`src/rtl/joy_serial_if.sv`:
```
// joy_serial_if: pin bundle for the external 74HC165-style joystick chain.
//   joyD  - serial data from the chain (chain -> scanner)
//   joyLd - parallel-load strobe, active-low (scanner -> chain)
//   joyCk - shift clock, chain shifts on its rising edge (scanner -> chain)
// Modports: master = the scanner (joy_serial), slave = the chain.
interface joy_serial_if;
  logic joyD;
  logic joyLd;
  logic joyCk;

  modport master (
    input  joyD,
    output joyLd,
    output joyCk
  );

  modport slave (
    output joyD,
    input  joyLd,
    input  joyCk
  );
endinterface

```
`src/rtl/joy_serial.sv`:
```
// joy_serial: serial joystick front end for the ZX2/ZXD boards.
// Continuously scans a 2*NB-bit shift-register chain holding two pads and
// presents them as negative-logic words plus an active-high Kempston byte.
//
// Ports:
//   clock - system clock
//   reset - asynchronous active-low reset
//   ce    - clock enable (7 MHz enable from the top level)
//   chain - chain pins (joyD in, joyLd/joyCk out), master side
//   joy1  - pad 1, negative logic (0 = pressed)
//   joy2  - pad 2, negative logic
//   kemp  - Kempston byte {2'b00, F2, F1, U, D, L, R}, active-high
//   upd   - one-clock pulse whenever joy1/joy2/kemp are rewritten
//
// Optional feature: define JOY_DEBOUNCE_EN to commit only when two consecutive
// frames read identically.
module joy_serial #(
  parameter int unsigned DIV = 8,  // ce pulses per scan tick, 2..255
  parameter int unsigned NB  = 12  // buttons per pad
) (
  input  logic               clock,
  input  logic               reset,
  input  logic               ce,
  joy_serial_if.master       chain,
  output logic [NB-1:0]      joy1,
  output logic [NB-1:0]      joy2,
  output logic [7:0]         kemp,
  output logic               upd
);

  localparam int unsigned RW = 2 * NB;
  localparam int unsigned IW = $clog2(RW);
  localparam logic [7:0]    DivLast = 8'(DIV - 1);
  localparam logic [IW-1:0] IdxLast = IW'(RW - 1);

  typedef enum logic [1:0] {StLoad, StSample, StShift, StDone} state_e;

  state_e          state_q, state_d;
  logic [7:0]      div_q, div_d;
  logic [IW-1:0]   idx_q, idx_d;
  logic [RW-1:0]   raw_q, raw_d;
  logic            ld_q, ld_d;
  logic            ck_q, ck_d;
  logic [NB-1:0]   joy1_q, joy1_d;
  logic [NB-1:0]   joy2_q, joy2_d;
  logic [7:0]      kemp_q, kemp_d;
  logic            upd_q, upd_d;
  logic            tick;
  logic            do_commit;
`ifdef JOY_DEBOUNCE_EN
  logic [RW-1:0]   prev_q, prev_d;
`endif

  // Tick divider: one tick every DIV ce pulses.
  always_comb begin
    tick  = ce && (div_q == DivLast);
    div_d = div_q;
    if (ce) begin
      div_d = (div_q == DivLast) ? 8'd0 : div_q + 8'd1;
    end
  end

  always_comb begin
    state_d   = state_q;
    idx_d     = idx_q;
    raw_d     = raw_q;
    ld_d      = ld_q;
    ck_d      = ck_q;
    joy1_d    = joy1_q;
    joy2_d    = joy2_q;
    kemp_d    = kemp_q;
    upd_d     = 1'b0;
    do_commit = 1'b0;
`ifdef JOY_DEBOUNCE_EN
    prev_d    = prev_q;
`endif
    if (tick) begin
      unique case (state_q)
        StLoad: begin
          ld_d    = 1'b0;
          ck_d    = 1'b1;
          idx_d   = '0;
          state_d = StSample;
        end
        StSample: begin
          // Data has had a full tick to settle since load or the last shift.
          ld_d         = 1'b1;
          ck_d         = 1'b0;
          raw_d[idx_q] = chain.joyD;
          state_d      = StShift;
        end
        StShift: begin
          ck_d = 1'b1;
          if (idx_q == IdxLast) begin
            state_d = StDone;
          end else begin
            idx_d   = idx_q + IW'(1);
            state_d = StSample;
          end
        end
        StDone: begin
          ck_d    = 1'b1;
          ld_d    = 1'b1;
          state_d = StLoad;
`ifdef JOY_DEBOUNCE_EN
          // Commit only a frame that matches the one before it.
          prev_d    = raw_q;
          do_commit = (raw_q == prev_q);
`else
          do_commit = 1'b1;
`endif
        end
        default: state_d = StLoad;
      endcase
    end

    if (do_commit) begin
      joy1_d = raw_q[NB-1:0];
      joy2_d = raw_q[RW-1:NB];
      kemp_d = {2'b00, ~raw_q[5], ~raw_q[4], ~raw_q[0], ~raw_q[1], ~raw_q[2], ~raw_q[3]};
      upd_d  = 1'b1;
    end
  end

  always_ff @(posedge clock or negedge reset) begin
    if (!reset) begin
      state_q <= StLoad;
      div_q   <= '0;
      idx_q   <= '0;
      raw_q   <= '1;
      ld_q    <= 1'b1;
      ck_q    <= 1'b1;
      joy1_q  <= '1;
      joy2_q  <= '1;
      kemp_q  <= 8'h00;
      upd_q   <= 1'b0;
`ifdef JOY_DEBOUNCE_EN
      prev_q  <= '1;
`endif
    end else begin
      state_q <= state_d;
      div_q   <= div_d;
      idx_q   <= idx_d;
      raw_q   <= raw_d;
      ld_q    <= ld_d;
      ck_q    <= ck_d;
      joy1_q  <= joy1_d;
      joy2_q  <= joy2_d;
      kemp_q  <= kemp_d;
      upd_q   <= upd_d;
`ifdef JOY_DEBOUNCE_EN
      prev_q  <= prev_d;
`endif
    end
  end

  assign chain.joyLd = ld_q;
  assign chain.joyCk = ck_q;
  assign joy1        = joy1_q;
  assign joy2        = joy2_q;
  assign kemp        = kemp_q;
  assign upd         = upd_q;

endmodule

```
`src/flat_wrapper.sv`:
```
// flat-port wrapper written by rule: the top's interface ports become plain ports
module joy_serial_flat 
#(
  parameter int unsigned DIV = 8,                                    
  parameter int unsigned NB  = 12                    
)
  (clock, reset, ce, joy1, joy2, kemp, upd, chain_joyD, chain_joyLd, chain_joyCk);
  joy_serial_if chain_i ();
  input  logic clock;
  input  logic reset;
  input  logic ce;
  output logic [NB-1:0] joy1;
  output logic [NB-1:0] joy2;
  output logic [7:0] kemp;
  output logic upd;
  input wire logic [$bits(chain_i.joyD)-1:0] chain_joyD;
  output wire logic [$bits(chain_i.joyLd)-1:0] chain_joyLd;
  output wire logic [$bits(chain_i.joyCk)-1:0] chain_joyCk;
  assign chain_i.joyD = chain_joyD;
  assign chain_joyLd = chain_i.joyLd;
  assign chain_joyCk = chain_i.joyCk;
  joy_serial #(.DIV(DIV), .NB(NB)) u_core (.clock(clock), .reset(reset), .ce(ce), .chain(chain_i), .joy1(joy1), .joy2(joy2), .kemp(kemp), .upd(upd));
endmodule
```
`config.mk`:
```
export PLATFORM = sky130hd
export DESIGN_NAME = joy_serial_flat
export DESIGN_NICKNAME = d
export VERILOG_FILES = /design/src/rtl/joy_serial_if.sv /design/src/rtl/joy_serial.sv /design/src/flat_wrapper.sv
export SDC_FILE = /design/constraint.sdc
export NUM_CORES = 1
export LEC_CHECK = 0
export ABC_AREA = 1
export CORE_MARGIN = 10
export CORE_UTILIZATION = 50
export CTS_BUF_LIST = sky130_fd_sc_hd__clkbuf_8
export DETAILED_ROUTE_END_ITERATION = 10
export PLACE_DENSITY = 0.73
export SLEW_MARGIN = 20
export SYNTH_ARGS = -nofsm -noshare
export SYNTH_HDL_FRONTEND = slang
export SYNTH_SLANG_ARGS = --single-unit
```
`constraint.sdc`:
```
create_clock -name clock -period 1.4 [get_ports clock]
set_clock_uncertainty 0.05 [all_clocks]
set_input_delay 0.14 -clock clock [delete_from_list [all_inputs] [get_ports clock]]
set_output_delay 0.14 -clock clock [all_outputs]
set_load 0.01 [all_outputs]
```
==> results of run 1 <==
flip-flops by register name (all words and copies together), names as in the netlist:
| register | flops |
|---|---|
| u_core.state_q | 2 |
| u_core.chain.joyCk | 1 |
| u_core.joy2 | 12 |
| u_core.upd | 1 |
| u_core.kemp | 6 |
| u_core.chain.joyLd | 1 |
| u_core.raw_q | 24 |
| u_core.div_q | 8 |
| u_core.idx_q | 5 |
| u_core.joy1 | 12 |
area by class of cell:
cell class                 count  area share
sequential                    72       0.419
multi-input combinational    299       0.322
timing repair buffer          76       0.168
clock buffer                  10      0.0309
inverter                      26      0.0231
tap                           80      0.0225
clock inverter                 6      0.0138
critical path, delay by kind of cell (launching register included):
family / cells / cell delay, ns
fa+ha+maj: 1 / 0.16
buf+inv: 3 / 0.27
flops: 1 / 0.40
simple gates: 6 / 0.61
power by group through the flow:
stage                     sequential [uW]  combinational, uW  clock, uW
after floorplan                      2300                252          0
after global placement               2280                513          0
after detailed placement             2280                527          0
after CTS                            2250                545       1690
after global routing                 2270                638       1780
final                                2260                562       1660
how the worst max path moves through the flow:
stage,slack [ns],end,cells after the start
6_report,-0.14,u_core.joy2[10]$_DFFE_PN1P_,10
5_1_grt,-0.25,u_core.joy2[10]$_DFFE_PN1P_,10
4_1_cts,-0.13,u_core.raw_q[18]$_DFFE_PN1P_,9
3_5_place_dp,-0.29,u_core.joy2[10]$_DFFE_PN1P_,10
3_3_place_gp,-0.24,u_core.raw_q[19]$_DFFE_PN1P_,9
2_1_floorplan,-0.0001,u_core.raw_q[15]$_DFFE_PN1P_,9
metrics by stage:
| stage | worst slack, ns | area, um^2 |
|---|---|---|
| 4_1_cts | -0.132 | 4290 |
| 5_1_grt | -0.246 | 4450 |
| 3_3_place_gp | -0.238 | 4100 |
| 3_5_place_dp | -0.287 | 4100 |
| 6_report | -0.143 | 4450 |
| 2_1_floorplan | -0.000105 | 3470 |
cells by family (layout without fill, tap and decap cells):
group	after synthesis	after routing	share of synthesized area
flip-flops	72	72	0.540
other	1	2	0.00109
XOR/XNOR	3	3	0.00761
AO/OA/AOI/OAI	11	11	0.0181
adder cells (fa/ha/maj)	5	5	0.0181
buffers and inverters	47	118	0.0699
AND/OR/NAND/NOR	278	278	0.345
placed cells by master, fill, tap and decap left out, types with 3 or more instances in the layout:
master,n
sky130_fd_sc_hd__ha_1,4
sky130_fd_sc_hd__dfstp_2,50
sky130_fd_sc_hd__buf_6,4
sky130_fd_sc_hd__o21ai_1,4
sky130_fd_sc_hd__nor2_1,38
sky130_fd_sc_hd__clkbuf_8,10
sky130_fd_sc_hd__clkinvlp_4,3
sky130_fd_sc_hd__nand4_1,27
sky130_fd_sc_hd__inv_1,24
sky130_fd_sc_hd__nand3_1,34
sky130_fd_sc_hd__buf_4,26
sky130_fd_sc_hd__buf_12,6
sky130_fd_sc_hd__dfrtp_1,22
sky130_fd_sc_hd__nor2_2,5
sky130_fd_sc_hd__nand2_2,13
sky130_fd_sc_hd__nand2_1,153
sky130_fd_sc_hd__dlygate4sd2_1,33
metal layers:
layer | wire length [um] | GRT usage
met5 | 0 | 0
met4 | 162 | 0.0802
met3 | 380 | 0.0302
met2 | 3770 | 0.245
met1 | 3420 | 0.172
repair_timing:
action | CTS | global route
setup buffers | 1 | 1
hold buffers | 1 | 0
pin swaps | 0 | 10
endpoints found under the setup margin | 98 | 68
resized for setup | 36 | 23
cloned | 0 | 4
endpoints found under the hold margin | 22 | 0
==> results summary, run 1 <==
The total wire length after detailed routing is 7730 um. The critical path data arrival time came out at ~1.8 ns. The reg-to-reg setup timing slack came out at -0.14 ns. The wire length of the first global-routing pass came out at ~12,000 um. The path type of the worst min-delay path is in -> async. The most numerous cell type found on the critical path is sky130_fd_sc_hd__nand2_1. The area of the die is 10,600 um^2. Of all cell types, the one taking the most synthesized area is sky130_fd_sc_hd__dfstp_2. The final cell count without fillers is 569. The endpoint of the most critical register-to-register path is u_core.joy2[10]$_DFFE_PN1P_.

The aggregate negative setup slack came out at -6.62 ns. Among all stages on the critical path, the largest delay is contributed by sky130_fd_sc_hd__dfrtp_1. The count of pins over their slew limit came out at 0. Detailed placement finished with a half-perimeter wire length of 5010 um. Of the total power, the share spent switching nets is 0.261.

During I/O placement, the number of pins put on the boundary was 39. The leakage dissipation is 0.00224 uW. The upper clock frequency limit is 648 MHz. The number of sinks handled by clock tree synthesis is 72. Counting every instance in the synthesized netlist gives about 420. In this design, the stage delay of the slowest critical-path cell is 0.40 ns. The number of port buffers is 36.

The checks that failed: negative setup slack. The number of distinct library cells after synthesis is 29. The number of placed instances, taps included, is 546. For the worst-skew pair, the clock arrives at the later sink with an insertion delay of 0.36 ns. The pin count of the biggest net entering global routing came out at 73. The detail route stage leaves a number of antenna-violating nets equal to 0. The vias after detailed routing is 2,914. Setup repair after global routing could not meet its margin everywhere.

The total global-route track usage is 0.147. For this run the aggregate overflow at the end of global routing stands at 0. The synthesized area per cell is 8.28 um^2.

In the routed design, unresolved DRC markers number 0. Counting flops with a built-in enable in the synthesized netlist gives 0. After synthesis, the cell types taking the most area are sky130_fd_sc_hd__dfstp_2 38%, sky130_fd_sc_hd__nand2_1 18%, sky130_fd_sc_hd__dfrtp_1 16%. In the final layout, the multi-input gates occupy 1440 um^2. The tree is rooted in a sky130_fd_sc_hd__clkbuf_8. The sequential cell fraction of total power is 0.504. The number of buffers added by the clock tree synthesis step is 9. The worst setup path is launched from a flip-flop. The fraction of layout cells with a size suffix above 1 is 0.276. Row generation in the floorplan step produced 30 rows.

The required time at the worst-slack endpoint came out at 1.65 ns. The utilization of the core after routing is 0.659. Once routing completed, OpenROAD measured the worst setup slack at -0.143 ns. After synthesis, the share of flip-flops with an asynchronous set or reset is 1.00. The number of optimization iterations in the first detailed-route pass is 5. From left edge to right edge, the die measures a little over 100 um. The layout has 582 filler cells. The critical path starts at u_core.div_q[0]$_DFFE_PN0P_.

The power density over the cells is 1010 nW/um^2. The minimum clock period after layout came out at 1.54 ns. Sorting the synthesized cells by how often they occur yields 165 x sky130_fd_sc_hd__nand2_1, 50 x sky130_fd_sc_hd__dfstp_2, 42 x sky130_fd_sc_hd__nor2_1.

Total power for the finished layout comes to between 4000 and 5000 uW. The number of antenna violations at the first check in global routing is 0. The number of global-route vias before repair is roughly 2,800. At the end of routability-driven placement, the weighted congestion stood at 0.789. The maximum count of clock buffers along a single path is 2. The proportion of netlist area held by the largest area contributor came out at 0.381. After the last flow step, the layout net total stands at 493.

The fraction of the yosys area taken by sequential cells came out at 0.540. The floorplan step set the die height to 103 um. The maximum vdd drop came out at 0.837 mV. STA classifies the critical path endpoint as a flip-flop. The highest net fanout along the worst path came out at 11. The path depth of the worst reg2reg path came out at 10. The synthesis-stage register bit count is 72. The count of warnings emitted by yosys is 0.

sky130_fd_sc_hd__nand2_1 is the most common cell in the netlist. The analysis attributes to net switching a power of around 1200 uW. The repair_antennas step left the layout with diodes totalling 0. The wire length per cell is 13.6 um. The startpoint identified for the worst register-to-register timing path is u_core.div_q[0]$_DFFE_PN0P_. The run finished, with violations left. The effective utilization at floorplan came out at 0.511. Setup violations remaining at the end of the flow were counted as 66. The number of H-tree branching levels is 3.

The internal portion of total power is 3310 uW. Across the run, the number of max-cap violations was 0. The area used by sequential logic in the layout came out at between 1500 and 2000 um^2. The average vias per placed instance came out at 5.12.

The classification of the worst setup path is reg -> reg. The relative contribution of combinational cells to total power came out at 0.125. The detailed router's first-iteration violation count is 197. The final count of hold timing violations came to 0. The clock-pin slew on the worst setup and hold paths came out at 0.08 ns. In this run the standard cell core region covers 6760 um^2.

Traced cell by cell, the critical path runs through ha_4 -> inv_2 -> nor2_2 -> nand2_2 -> nor2_4 -> nand2_4 -> clkinv_4 -> buf_12 -> nand2_1 -> nand2_1. The dominant register cell in the synthesized netlist is sky130_fd_sc_hd__dfstp_2. TritonCTS built the clock tree. The netlist area before placement came out at roughly 3500 um^2. The final worst-path cycle share is 1.10.

The final hold slack is 0.290 ns. Of the total power, the clock network draws 0.371. The area growth from synthesis to layout is 28.9%.
(Power assumes the default switching activity.)
==> inputs of run 2 (changes only) <==
--- a/config.mk
+++ b/config.mk
@@ -7,4 +7,5 @@
 export LEC_CHECK = 0
 export ABC_AREA = 1
+export ABC_CLOCK_PERIOD_IN_PS = 1400
 export CORE_MARGIN = 10
 export CORE_UTILIZATION = 50
==> constraint.sdc (replaced) <==
create_clock -name clock -period 1.4 [get_ports clock]
set_clock_uncertainty 0.05 [all_clocks]
set_input_delay 0.28 -clock clock [delete_from_list [all_inputs] [get_ports clock]]
set_output_delay 0.28 -clock clock [all_outputs]
set_load 0.01 [all_outputs]
==> results summary, run 2 (same netlist as run 1, synthesis figures left out) <==
The flow ran to the end, but the final reports show violations. The final reports fail on negative setup slack. The placement row count is 30 (unchanged). The number of flip-flops under the largest register name is 24 (unchanged). The maximum vdd drop is 0.808 mV (-3.5%). The global-route congestion overflow total was 0 (unchanged).

The start point of the worst hold path is u_core.joy1[6]$_DFFE_PN1P_. The pin count of the biggest net entering global routing was 73 (unchanged). The effective utilization at floorplan is 0.511 (unchanged). The wire length of the first global-routing pass was 13,000 um (+4.9%).

The fraction of layout cells with a size suffix above 1 was 0.402 (+0.126). The count of pins over their slew limit came out at 0 (unchanged). The maximum count of clock buffers along a single path is 2 (unchanged). The fraction of power spent switching nets came to 0.260 (-0.00120). The number of H-tree branching levels came out at 3 (unchanged). The library cells used most frequently in the layout, excluding fill and tap cells, are 117 x sky130_fd_sc_hd__nand2_1, 50 x sky130_fd_sc_hd__dfstp_2, 38 x sky130_fd_sc_hd__nor2_1. The number of setup violations in the final report came out at 66 (unchanged). The post-detailed-route count of antenna-violating nets came to 0 (unchanged). The number of violations of the max-capacitance limit is 0 (unchanged).

The switching power of the nets is 1180 uW (+0.76%). The HPWL after detailed placement came to 5000 um (-0.18%). TritonCTS built the clock tree. The number of sinks handled by clock tree synthesis is 72 (unchanged). The y dimension of the die is 103 um (unchanged).

The final count of hold timing violations is 0 (unchanged). The final weighted congestion of routability-driven global placement came out at 0.789 (unchanged). The horizontal extent of the die came to 103 um (unchanged).

The number of optimization iterations in the first detailed-route pass came out at 4 (-1). The critical path data arrival time came out at 1.85 ns (+0.06 ns). The wire length per cell is 14.4 um (+6.3%). The net count of the finished layout came out at 497 (+0.81%).

The worst setup path is captured at a flip-flop. The average vias per placed instance is 5.14 (+0.43%). The layout overhead on the synthesized area is 33.3%. The number of global-route vias before repair came out at 2,858 (+2.4%).

The worst register-to-register path begins at u_core.div_q[1]$_DFFE_PN0P_. Setup repair after global routing could not meet its margin everywhere. Ranked by flip-flop count, first place goes to u_core.raw_q.

The standard cell core area came out at 6760 um^2 (unchanged). The clock latency at the later pin of the worst-skew pair came out at 0.35 ns (about the same). The leakage dissipation is 0.00244 uW (+8.9%). The critical path launch point is u_core.div_q[1]$_DFFE_PN0P_. The number of buffers added by the clock tree synthesis step is 9 (unchanged).

The relative contribution of combinational cells to total power is 0.123 (-0.002). The worst setup path is launched from a flip-flop. The required time at the worst-slack endpoint is 1.65 ns (about the same). The count of boundary I/O pins was 39 (unchanged). The number of port buffers is 36 (unchanged). The clock-pin slew on the worst setup and hold paths came out at 0.08 ns (about the same). The detailed router's first-iteration violation count is 174 (-12%). The area of the die is 10,600 um^2 (unchanged). The utilization of the core after routing is 0.681 (+0.0226).

The aggregate negative setup slack is -9.96 ns (-3.34 ns). The tightest min-delay check is of the reg -> reg type. The critical path in this run is classified as reg -> reg. The final worst-path cycle share is 1.14 (+0.0411). The highest net fanout along the worst path came out at 5 (-6).

The number of DRC violations after detailed routing was 0 (unchanged). Leaving out fill and tap cells, the most frequent cell in the layout is sky130_fd_sc_hd__nand2_1. The number of diodes added for antenna fixing came to 0 (unchanged). The minimum clock period after layout came out at 1.60 ns (+0.0575 ns).

The total global-route track usage came out at 0.154 (+0.00681). The total wire length after detailed routing was 8280 um (+7.1%). The internal portion of total power came out at 3360 uW (+1.4%). The sequential cell fraction of total power came out at 0.497 (-0.007). The vias after detailed routing is 2,947 (+1.1%). The upper clock frequency limit came to 625 MHz (-3.6%). The clock network power share is 0.379 (+0.008). The root buffer selected by CTS is sky130_fd_sc_hd__clkbuf_8. The power density over the cells came out at 986 nW/um^2 (-2.1%). The number of antenna violations at the first check in global routing came out at 0 (unchanged). The final worst slack came out at -0.200 ns (-0.0575 ns).
==> run 2: critical path, cell delays in order, from the launching register on <==
cell	delay, ns
sky130_fd_sc_hd__dfrtp_1	0.41
sky130_fd_sc_hd__ha_4	0.16
sky130_fd_sc_hd__inv_2	0.04
sky130_fd_sc_hd__nor2_2	0.10
sky130_fd_sc_hd__nand2_2	0.07
sky130_fd_sc_hd__nor2_4	0.16
sky130_fd_sc_hd__nand2_4	0.15
sky130_fd_sc_hd__inv_8	0.12
sky130_fd_sc_hd__clkbuf_16	0.16
sky130_fd_sc_hd__nand2_2	0.05
sky130_fd_sc_hd__nand2_1	0.06
==> run 2: through the flow <==
stage / std cells / setup WS [ns] / area (um^2) / total power [uW] / hold WS (ns)
floorplan: 418 / -0.000105 / 3470 / 2550 / -0.0656
global placement: 546 / -0.378 / 4100 / 2790 / 0.278
detailed placement: 546 / -0.432 / 4100 / 2810 / 0.281
CTS: 567 / -0.128 / 4250 / 4550 / 0.413
global route: 573 / -0.283 / 4600 / 4760 / 0.423
finish: 573 / -0.200 / 4600 / 4540 / 0.410
==> run 2: worst paths after layout <==
kind	to	slack [ns]	depth (start not counted)
worst max-delay path	u_core.joy1[11]$_DFFE_PN1P_	-0.20	10
worst min-delay path	u_core.joy1[6]$_DFFE_PN1P_	0.41	2
worst max register to register	u_core.joy1[11]$_DFFE_PN1P_	-0.20	10
worst min register to register	u_core.joy1[6]$_DFFE_PN1P_	0.41	2
max in group asynchronous	u_core.raw_q[19]$_DFFE_PN1P_	0.52	3
min in group asynchronous	u_core.kemp[5]$_DFFE_PN0P_	0.44	3
==> run 2: final cells by class <==
class	count	area (um^2)
clock buffers	11	151
clock inverters	5	56.3
repair buffers	80	738
fillers	529	2150
flip-flops and latches	72	1860
multi-input cells	299	1590
inverters	26	105
well taps	80	100
==> run 2: power by group through the flow <==
stage	logic, uW	clock network [uW]	registers (uW)
finish	561	1720	2260
global route	637	1860	2270
CTS	546	1750	2250
detailed placement	529	0	2280
global placement	513	0	2280
floorplan	252	0	2300
==> run 2: timing repair <==
item,CTS,global route
resized for setup,119,81
endpoints found under the setup margin,98,70
gates cloned,1,5
hold buffers,1,0
endpoints found under the hold margin,22,0
pin swaps,0,26
setup buffers,3,5
==> run 2: per-layer routing <==
metal	wire length [um]	GRT usage
met5	0	0
met4	102	0.0631
met3	495	0.0409
met2	4130	0.252
met1	3550	0.187
